--- src/rtl/cpu_pkg.sv ---
// -----------------------------------------------------------------------------
// cpu_pkg
// Shared definitions for the 32-bit processor control path:
//   - state_t      : sequencer states (RST, T0..T5, HALT)
//   - OP_*         : legal register-register ALU opcodes
//   - IR_*_MSB/LSB : instruction register field bit positions
//   - is_legal_op  : opcode legality helper
// No ports (package).
// -----------------------------------------------------------------------------
package cpu_pkg;

    typedef enum logic [2:0] {
        RST  = 3'd0,
        T0   = 3'd1,
        T1   = 3'd2,
        T2   = 3'd3,
        T3   = 3'd4,
        T4   = 3'd5,
        T5   = 3'd6,
        HALT = 3'd7
    } state_t;

    localparam logic [4:0] OP_ADD = 5'b00011;
    localparam logic [4:0] OP_SUB = 5'b00100;
    localparam logic [4:0] OP_AND = 5'b01001;
    localparam logic [4:0] OP_OR  = 5'b01010;

    localparam int IR_OP_MSB = 31;
    localparam int IR_OP_LSB = 27;
    localparam int IR_RA_MSB = 26;
    localparam int IR_RA_LSB = 23;
    localparam int IR_RB_MSB = 22;
    localparam int IR_RB_LSB = 19;
    localparam int IR_RC_MSB = 18;
    localparam int IR_RC_LSB = 15;

    function automatic logic is_legal_op(input logic [4:0] op);
        return (op == OP_ADD) || (op == OP_SUB) || (op == OP_AND) || (op == OP_OR);
    endfunction

endpackage

--- src/rtl/ctrl_decode.sv ---
// -----------------------------------------------------------------------------
// ctrl_decode
// Combinational IR decoder for the control sequencer. Extracts the opcode,
// flags whether it is one of the supported register-register ALU operations,
// and produces the ALU operation code (0 for an illegal opcode).
//
// Parameters:
//   OPW    opcode field width (IR[31:27])
//   RW     register-select field width
// Ports:
//   IR      in   32    instruction register contents
//   legal   out  1     opcode is add/sub/and/or
//   alu_op  out  OPW   opcode when legal, else 0
// -----------------------------------------------------------------------------
module ctrl_decode
    import cpu_pkg::*;
#(
    parameter int OPW = 5,
    parameter int RW  = 4
) (
    input  logic [31:0]    IR,
    output logic           legal,
    output logic [OPW-1:0] alu_op
);

    logic [OPW-1:0] opcode;
    logic [RW-1:0]  ra;
    logic [RW-1:0]  rb;
    logic [RW-1:0]  rc;
    logic           unused_fields;

    assign opcode = IR[IR_OP_LSB +: OPW];

    // Register fields are decoded by the datapath's select-and-encode logic;
    // they are sliced here only to pin down the IR layout alongside the opcode.
    assign ra = IR[IR_RA_LSB +: RW];
    assign rb = IR[IR_RB_LSB +: RW];
    assign rc = IR[IR_RC_LSB +: RW];
    assign unused_fields = ^{ra, rb, rc, IR[IR_RC_LSB-1:0]};

    assign legal  = is_legal_op(5'(opcode));
    assign alu_op = legal ? opcode : '0;

endmodule

--- src/rtl/control_sequencer.sv ---
// -----------------------------------------------------------------------------
// control_sequencer
// Hardwired control unit for the 32-bit datapath. Steps through
// T0 (fetch address) -> T1 (memory read) -> T2 (IR load) -> T3 (Rb to Y)
// -> T4 (Y op Rc to Z) -> T5 (Z to Ra), then repeats or halts.
// Strobes are Moore-decoded from the registered state (and IR in T3..T5).
//
// Build option:
//   CTRL_MEM_WAIT_EN  when defined, T1 holds until Mem_ready=1 and PCin is
//                     asserted only in the final T1 cycle. When undefined,
//                     T1 lasts one cycle and Mem_ready is ignored.
//
// Parameters:
//   OPW  opcode field width, RW  register-select field width
// Ports:
//   Clock      in   1    system clock, rising edge
//   Reset      in   1    asynchronous, active-high
//   IR         in   32   instruction register from the datapath
//   Mem_ready  in   1    memory read data valid (CTRL_MEM_WAIT_EN only)
//   Stop       in   1    halt request, sampled in T5
//   PCout, Zlowout, MDRout                  out  bus drive strobes
//   MARin, Zin, PCin, MDRin, IRin, Yin      out  register load strobes
//   IncPC, Read                             out  PC increment, memory read
//   Gra, Grb, Grc                           out  IR register-field selects
//   Rin, Rout                               out  general register load/drive
//   ALU_op     out  OPW  opcode while Zin is high in T4, else 0
//   Run        out  1    high while sequencing
// -----------------------------------------------------------------------------
module control_sequencer
    import cpu_pkg::*;
#(
    parameter int OPW = 5,
    parameter int RW  = 4
) (
    input  logic           Clock,
    input  logic           Reset,
    input  logic [31:0]    IR,
    input  logic           Mem_ready,
    input  logic           Stop,
    output logic           PCout,
    output logic           Zlowout,
    output logic           MDRout,
    output logic           MARin,
    output logic           Zin,
    output logic           PCin,
    output logic           MDRin,
    output logic           IRin,
    output logic           Yin,
    output logic           IncPC,
    output logic           Read,
    output logic           Gra,
    output logic           Grb,
    output logic           Grc,
    output logic           Rin,
    output logic           Rout,
    output logic [OPW-1:0] ALU_op,
    output logic           Run
);

    state_t         state;
    state_t         state_nxt;
    logic           op_legal;
    logic [OPW-1:0] dec_alu_op;
    logic           t1_done;

    ctrl_decode #(
        .OPW (OPW),
        .RW  (RW)
    ) u_decode (
        .IR     (IR),
        .legal  (op_legal),
        .alu_op (dec_alu_op)
    );

`ifdef CTRL_MEM_WAIT_EN
    // T1 is stretched until memory reports valid read data.
    assign t1_done = Mem_ready;
`else
    logic unused_mem_ready;
    assign unused_mem_ready = Mem_ready;
    assign t1_done          = 1'b1;
`endif

    // Reset clears the state asynchronously; since every strobe decodes to 0
    // in RST, the outputs drop without waiting for a clock edge.
    always_ff @(posedge Clock or posedge Reset) begin
        if (Reset) begin
            state <= RST;
        end else begin
            state <= state_nxt;
        end
    end

    always_comb begin
        state_nxt = state;
        PCout     = 1'b0;
        Zlowout   = 1'b0;
        MDRout    = 1'b0;
        MARin     = 1'b0;
        Zin       = 1'b0;
        PCin      = 1'b0;
        MDRin     = 1'b0;
        IRin      = 1'b0;
        Yin       = 1'b0;
        IncPC     = 1'b0;
        Read      = 1'b0;
        Gra       = 1'b0;
        Grb       = 1'b0;
        Grc       = 1'b0;
        Rin       = 1'b0;
        Rout      = 1'b0;
        ALU_op    = '0;
        Run       = 1'b0;

        case (state)
            RST: begin
                state_nxt = T0;
            end
            T0: begin
                PCout     = 1'b1;
                MARin     = 1'b1;
                IncPC     = 1'b1;
                Zin       = 1'b1;
                Run       = 1'b1;
                state_nxt = T1;
            end
            T1: begin
                Zlowout = 1'b1;
                Read    = 1'b1;
                MDRin   = 1'b1;
                Run     = 1'b1;
                // PC loads only on the cycle that leaves T1, so a stalled
                // fetch never loads the incremented PC more than once.
                PCin    = t1_done;
                if (t1_done) begin
                    state_nxt = T2;
                end
            end
            T2: begin
                MDRout    = 1'b1;
                IRin      = 1'b1;
                Run       = 1'b1;
                state_nxt = T3;
            end
            T3: begin
                Run = 1'b1;
                // An illegal opcode must not disturb Y or the register bus.
                if (op_legal) begin
                    Grb       = 1'b1;
                    Rout      = 1'b1;
                    Yin       = 1'b1;
                    state_nxt = T4;
                end else begin
                    state_nxt = HALT;
                end
            end
            T4: begin
                Grc       = 1'b1;
                Rout      = 1'b1;
                Zin       = 1'b1;
                ALU_op    = dec_alu_op;
                Run       = 1'b1;
                state_nxt = T5;
            end
            T5: begin
                Zlowout   = 1'b1;
                Gra       = 1'b1;
                Rin       = 1'b1;
                Run       = 1'b1;
                state_nxt = Stop ? HALT : T0;
            end
            HALT: begin
                state_nxt = HALT;
            end
            default: begin
                state_nxt = RST;
            end
        endcase
    end

endmodule

--- config.mk ---
export PLATFORM = sky130hd
export DESIGN_NAME = control_sequencer
export DESIGN_NICKNAME = d
export VERILOG_FILES = /design/src/rtl/cpu_pkg.sv /design/src/rtl/ctrl_decode.sv /design/src/rtl/control_sequencer.sv
export SDC_FILE = /design/constraint.sdc
export NUM_CORES = 1
export LEC_CHECK = 0
export ABC_AREA = 0
export CAP_MARGIN = 15
export CORE_UTILIZATION = 23
export DETAILED_ROUTE_END_ITERATION = 12
export GPL_ROUTABILITY_DRIVEN = 0
export PLACE_DENSITY = 0.81
export RECOVER_POWER = 25
export SLEW_MARGIN = 30
export SYNTH_ARGS = -nofsm -noshare
export SYNTH_HDL_FRONTEND = slang
export SYNTH_SLANG_ARGS = --single-unit
--- constraint.sdc ---
create_clock -name Clock -period 4.5 [get_ports Clock]
set_input_delay 1.125 -clock Clock [delete_from_list [all_inputs] [get_ports Clock]]
set_output_delay 1.125 -clock Clock [all_outputs]
set_load 0.005 [all_outputs]
# After elaboration in Yosys (flattened, before gate mapping)
# Index checks and enable logic that the tools add are counted.
# op_classes
eq_ne	11
reduce_logical	7
mux	16
# ops
cell	n
$pmux 3 s8	1
$eq 3x3->1 const B	4
$eq 5x4->1 const B	2
$mux 1	10
$mux 5	2
$eq 3x2->1 const B	2
$reduce_or 6->1	1
$eq 5x2->1 const B	1
$eq 5x3->1 const B	1
$reduce_or 2->1	2
$eq 3x1->1 const B	1
$logic_not 3->1	1
$logic_or 1x1->1	3
$mux 3	1
$mux 2	1
$pmux 1 s2	1
# word_totals
word_cells	35
reg_bits	3
input_bits	36
output_inout_bits	22

# Depth between registers and ports, before layout
# depth
depth_word	6
depth_mapped	4
ltp_nobuf	3

# By module
# Synthesis repeated with hierarchy kept, for this count alone.
# unflattened
hier_cells	55
hier_area_um2	404.1
# by_module_without_submodules
module	instances	area_per_inst_um2	seq_area_each_um2	cells_per_inst
control_sequencer	1	306.5	75.1	40
ctrl_decode	1	97.6	0.0	15

# Worst setup path before layout
# No wires, ideal clock.
# synth_path
kind	input-to-output
start	in IR[27]
end	out Yin
setup_slack_ps	1297
n_path_buf	1
cell_stages	4
arrival_ps	2078
required_ps	3375
path_cell_list	nor4b_1 > a311oi_2 > nor4_1 > buf_4
# synth_between
elab_chain_len	6
elab_cells_between_ends	9
classes_between	eq/ne: 4; mux: 2; reduce/logical: 3
# synth_lines
element	line_no	text
start, declared	control_sequencer.sv:37	input logic [31:0] IR,
$eq 5x2->1 / $eq 5x3->1 (equally long branches)	cpu_pkg.sv:38	return (op == OP_ADD) || (op == OP_SUB) || (op == OP_AND) || (op == OP_OR);
$logic_or 1x1->1 (2 in a row)	cpu_pkg.sv:38	
$logic_or 1x1->1 (*)	cpu_pkg.sv:38	
$mux 1 (*) (2 in a row)	--	
end, declared	control_sequencer.sv:48	output logic Yin,
# Mark *: on every way between the ends. The rest lies on a longest branch, timed or not.

# Worst setup path in the final report
# layout_path
start	in IR[27]
end	out Grb
# layout_between
elab_chain_len	6
elab_cells_between_ends	9
classes_between	eq/ne: 4; mux: 2; reduce/logical: 3
# layout_lines
element	line_no	text
$eq 5x2->1 / $eq 5x3->1 (equally long branches)	cpu_pkg.sv:38	
$logic_or 1x1->1 (2 in a row)	cpu_pkg.sv:38	
$logic_or 1x1->1 (*)	cpu_pkg.sv:38	
$mux 1 (*)	control_sequencer.sv:148	if (op_legal) begin
$mux 1 (*)	control_sequencer.sv:115	case (state)
end, declared	control_sequencer.sv:52	output logic Grb,
# Marks and branches as above.

==> flow_summary.toml <==
[outcome]
outcome = "completed"

[power]
irDropWorstVdd_v = 0.000192
p_leak_nw = 0.236
p_total_mw = 0.296
power_density_nw_per_um2 = 469

[route]
drt_iter0_drc = 10
vias_per_cell = 4.78
drc_errors = 0
detail-route-antenna-nets = 0
vias = 416
wl_per_cell_um = 11.5
drt_first_pass_iters = 5
totalWireLength_um = 999

[grt]
grt.overflow.total = 0
grtUsageTotal_pct = 12.3
grt_max_degree = 13
grt_pass1_vias = 404
grt_pass1_wl_um = 1590
antenna_found_initial = 0

[timing]
finalSetupViolations = 0
fin_worst_skew_ns = 0.00532
period_share_pct = 92.1
max_freq_mhz = 241
tns_ns = 0
finalCriticalPeriod_ns = 4.14
worst_slew_pin_slew_ns = 0.541
max_slew_margin_pct = 63.9
rsz0062_at_grt = "false"
final-max-slew-violation-count = 0
hold_viol = 0

[clocking]
cts_resized = 0
clkSinkCount = 3
h-tree-depth = 1
clk_latency_ns = 0.24
post_cts_buffers = 0
postCtsHoldBufs = 0
clkSlewWorstSetupHoldPaths_ns = 0.03
cts_root_buf = "clkbuf_4"
cts_max_path_buffers = 2
cts_tree = "done"
cts_made_buffers = 3

[floorplanning]
fp-row-count = 14
core_um2 = 1510
fp.dieH_um = 42.3
io_pins = 58
die_w_um = 42.3
start_util_pct = 24.8
die-area_um2 = 1790

[critical_path]
startpoint_type = "primary input"
arrival_ns = 3.02
critical-path-slowest-cell = "clkdlybuf4s50_1"
crit_top_cell = "clkdlybuf4s50_1"
worstPathRequired_ns = 3.38
path_cells = "clkdlybuf4s50_1, nor4b_1, a311oi_2, nor4_1, clkdlybuf4s50_1"
cp_top_family = "buffers and inverters"
cp-end-kind = "output port"
cp_max_fo = 7
critPathKind = "in2out"
crit_path_max_incr_delay_ns = 0.57
crit_buf_inv = 2

[logic_synthesis]
yosysSeqAreaShare_pct = 20.1
synth_simple_gate_area_share_pct = 43.0
synth_top_family_by_area = "simple AND/OR/NAND/NOR gates"
netlist_area_um2 = 373
avgSynthCellArea_um2 = 7.61
synth_cell_types = 23
synth_xor_area_share_pct = 2.35
synth.area.mux_share_pct = 0
ys_warn_count = 0
syn-num-nets = 85
synth-compound-area-share_pct = 11.4
ys_ff_latch = 3
netlist_instances = 49
yosys.area_share.adder_pct = 0

[final_layout]
largest_reg_flops = 3
final_common_cell = "clkdlybuf4s50_1"
area_delta_synth_final_pct = 69.5
final_cell_mix = "26 x clkdlybuf4s50_1, 5 x nand2_1, 4 x nor4b_1"
top_register = "state"
drive_gt1_share_pct = 8.45
reg.largest.list = "state x3"
antennaDiodeCount = 0
nFillCells = 154
final_nets = 108
utilization_pct = 41.9

[placement]
hpwl_um = 751
port_buffers = 28

[job]
max_cap_violations = 0

[min_path]
hold_class = "reg2reg"
-- path summary, 6_finish.rpt --
kind,slack (ns),end,cells past startpoint,start
max,0.36,Grb,5,IR[27]
min,0.61,state[0],1,state[0]
max reg2reg,3.29,state[1],2,state[0]
min reg2reg,0.61,state[0],1,state[0]
max in group asynchronous,3.18,state[2],2,Reset
min in group asynchronous,1.19,state[1],2,Reset
-- stage by stage --
stage	cells	hold WS [ns]	setup WS [ns]	area, um^2
after global placement	83	0.585	0.352	606
after CTS	87	0.609	0.321	632
after floorplan	49	0.574	1.30	373
after detailed placement	83	0.600	0.324	606
final	87	0.615	0.355	632
after global routing	87	0.659	0.183	632
-- cell type report --
cell class                 instances  area, um^2  area share (%)
timing repair buffer              28         280            44.4
multi-input combinational         32         215            34.1
sequential                         3        75.1            11.9
clock buffer                       4        26.3            4.16
tap                               16        20.0            3.17
inverter                           4        15.0            2.38
-- worst reg2reg max path, stage by stage (launching register included) --
cell and delay [ns]:
dfrtp_1 0.48, or3_1 0.41, o211a_1 0.21
-- metal layers --
metal	wire length [um]	GRT usage, %
met5	0	0
met2	489	20.9
met4	12	11.3
met1	391	10.8
met3	106	5.17
-- Yosys cell counts, drive strengths merged --
master  n  area [um^2]
conb    1         3.75
xor2    1         8.76
nor3    1         5.00
nor2b   3         18.8
nand2   5         18.8
clkbuf  2         7.51
nor4    2         12.5
or3     2         12.5
buf     8         60.1
a311oi  1         15.0
dfrtp   3         75.1
o31ai   1         7.51
and3b   1         8.76
o211a   1         10.0
nor4b   4         35.0
o21ai   2         10.0
nand3   1         5.00
nor2    2         7.51
and2    2         12.5
nor4bb  1         16.3
inv     4         15.0
nor3b   1         7.51
-- where the power goes --
group	leakage [nW]	switching [mW]	internal, mW
Clock	0.0150	0.0153	0.0333
Sequential	0.0307	0.0295	0.0388
Combinational	0.190	0.0641	0.115
-- cells by family after synthesis --
logic type,Yosys count
simple gates,25
buf+inv,14
compound gates,5
xor+xnor,1
flops,3
other cells,1
Note: power is estimated with default switching activity, not from simulation.
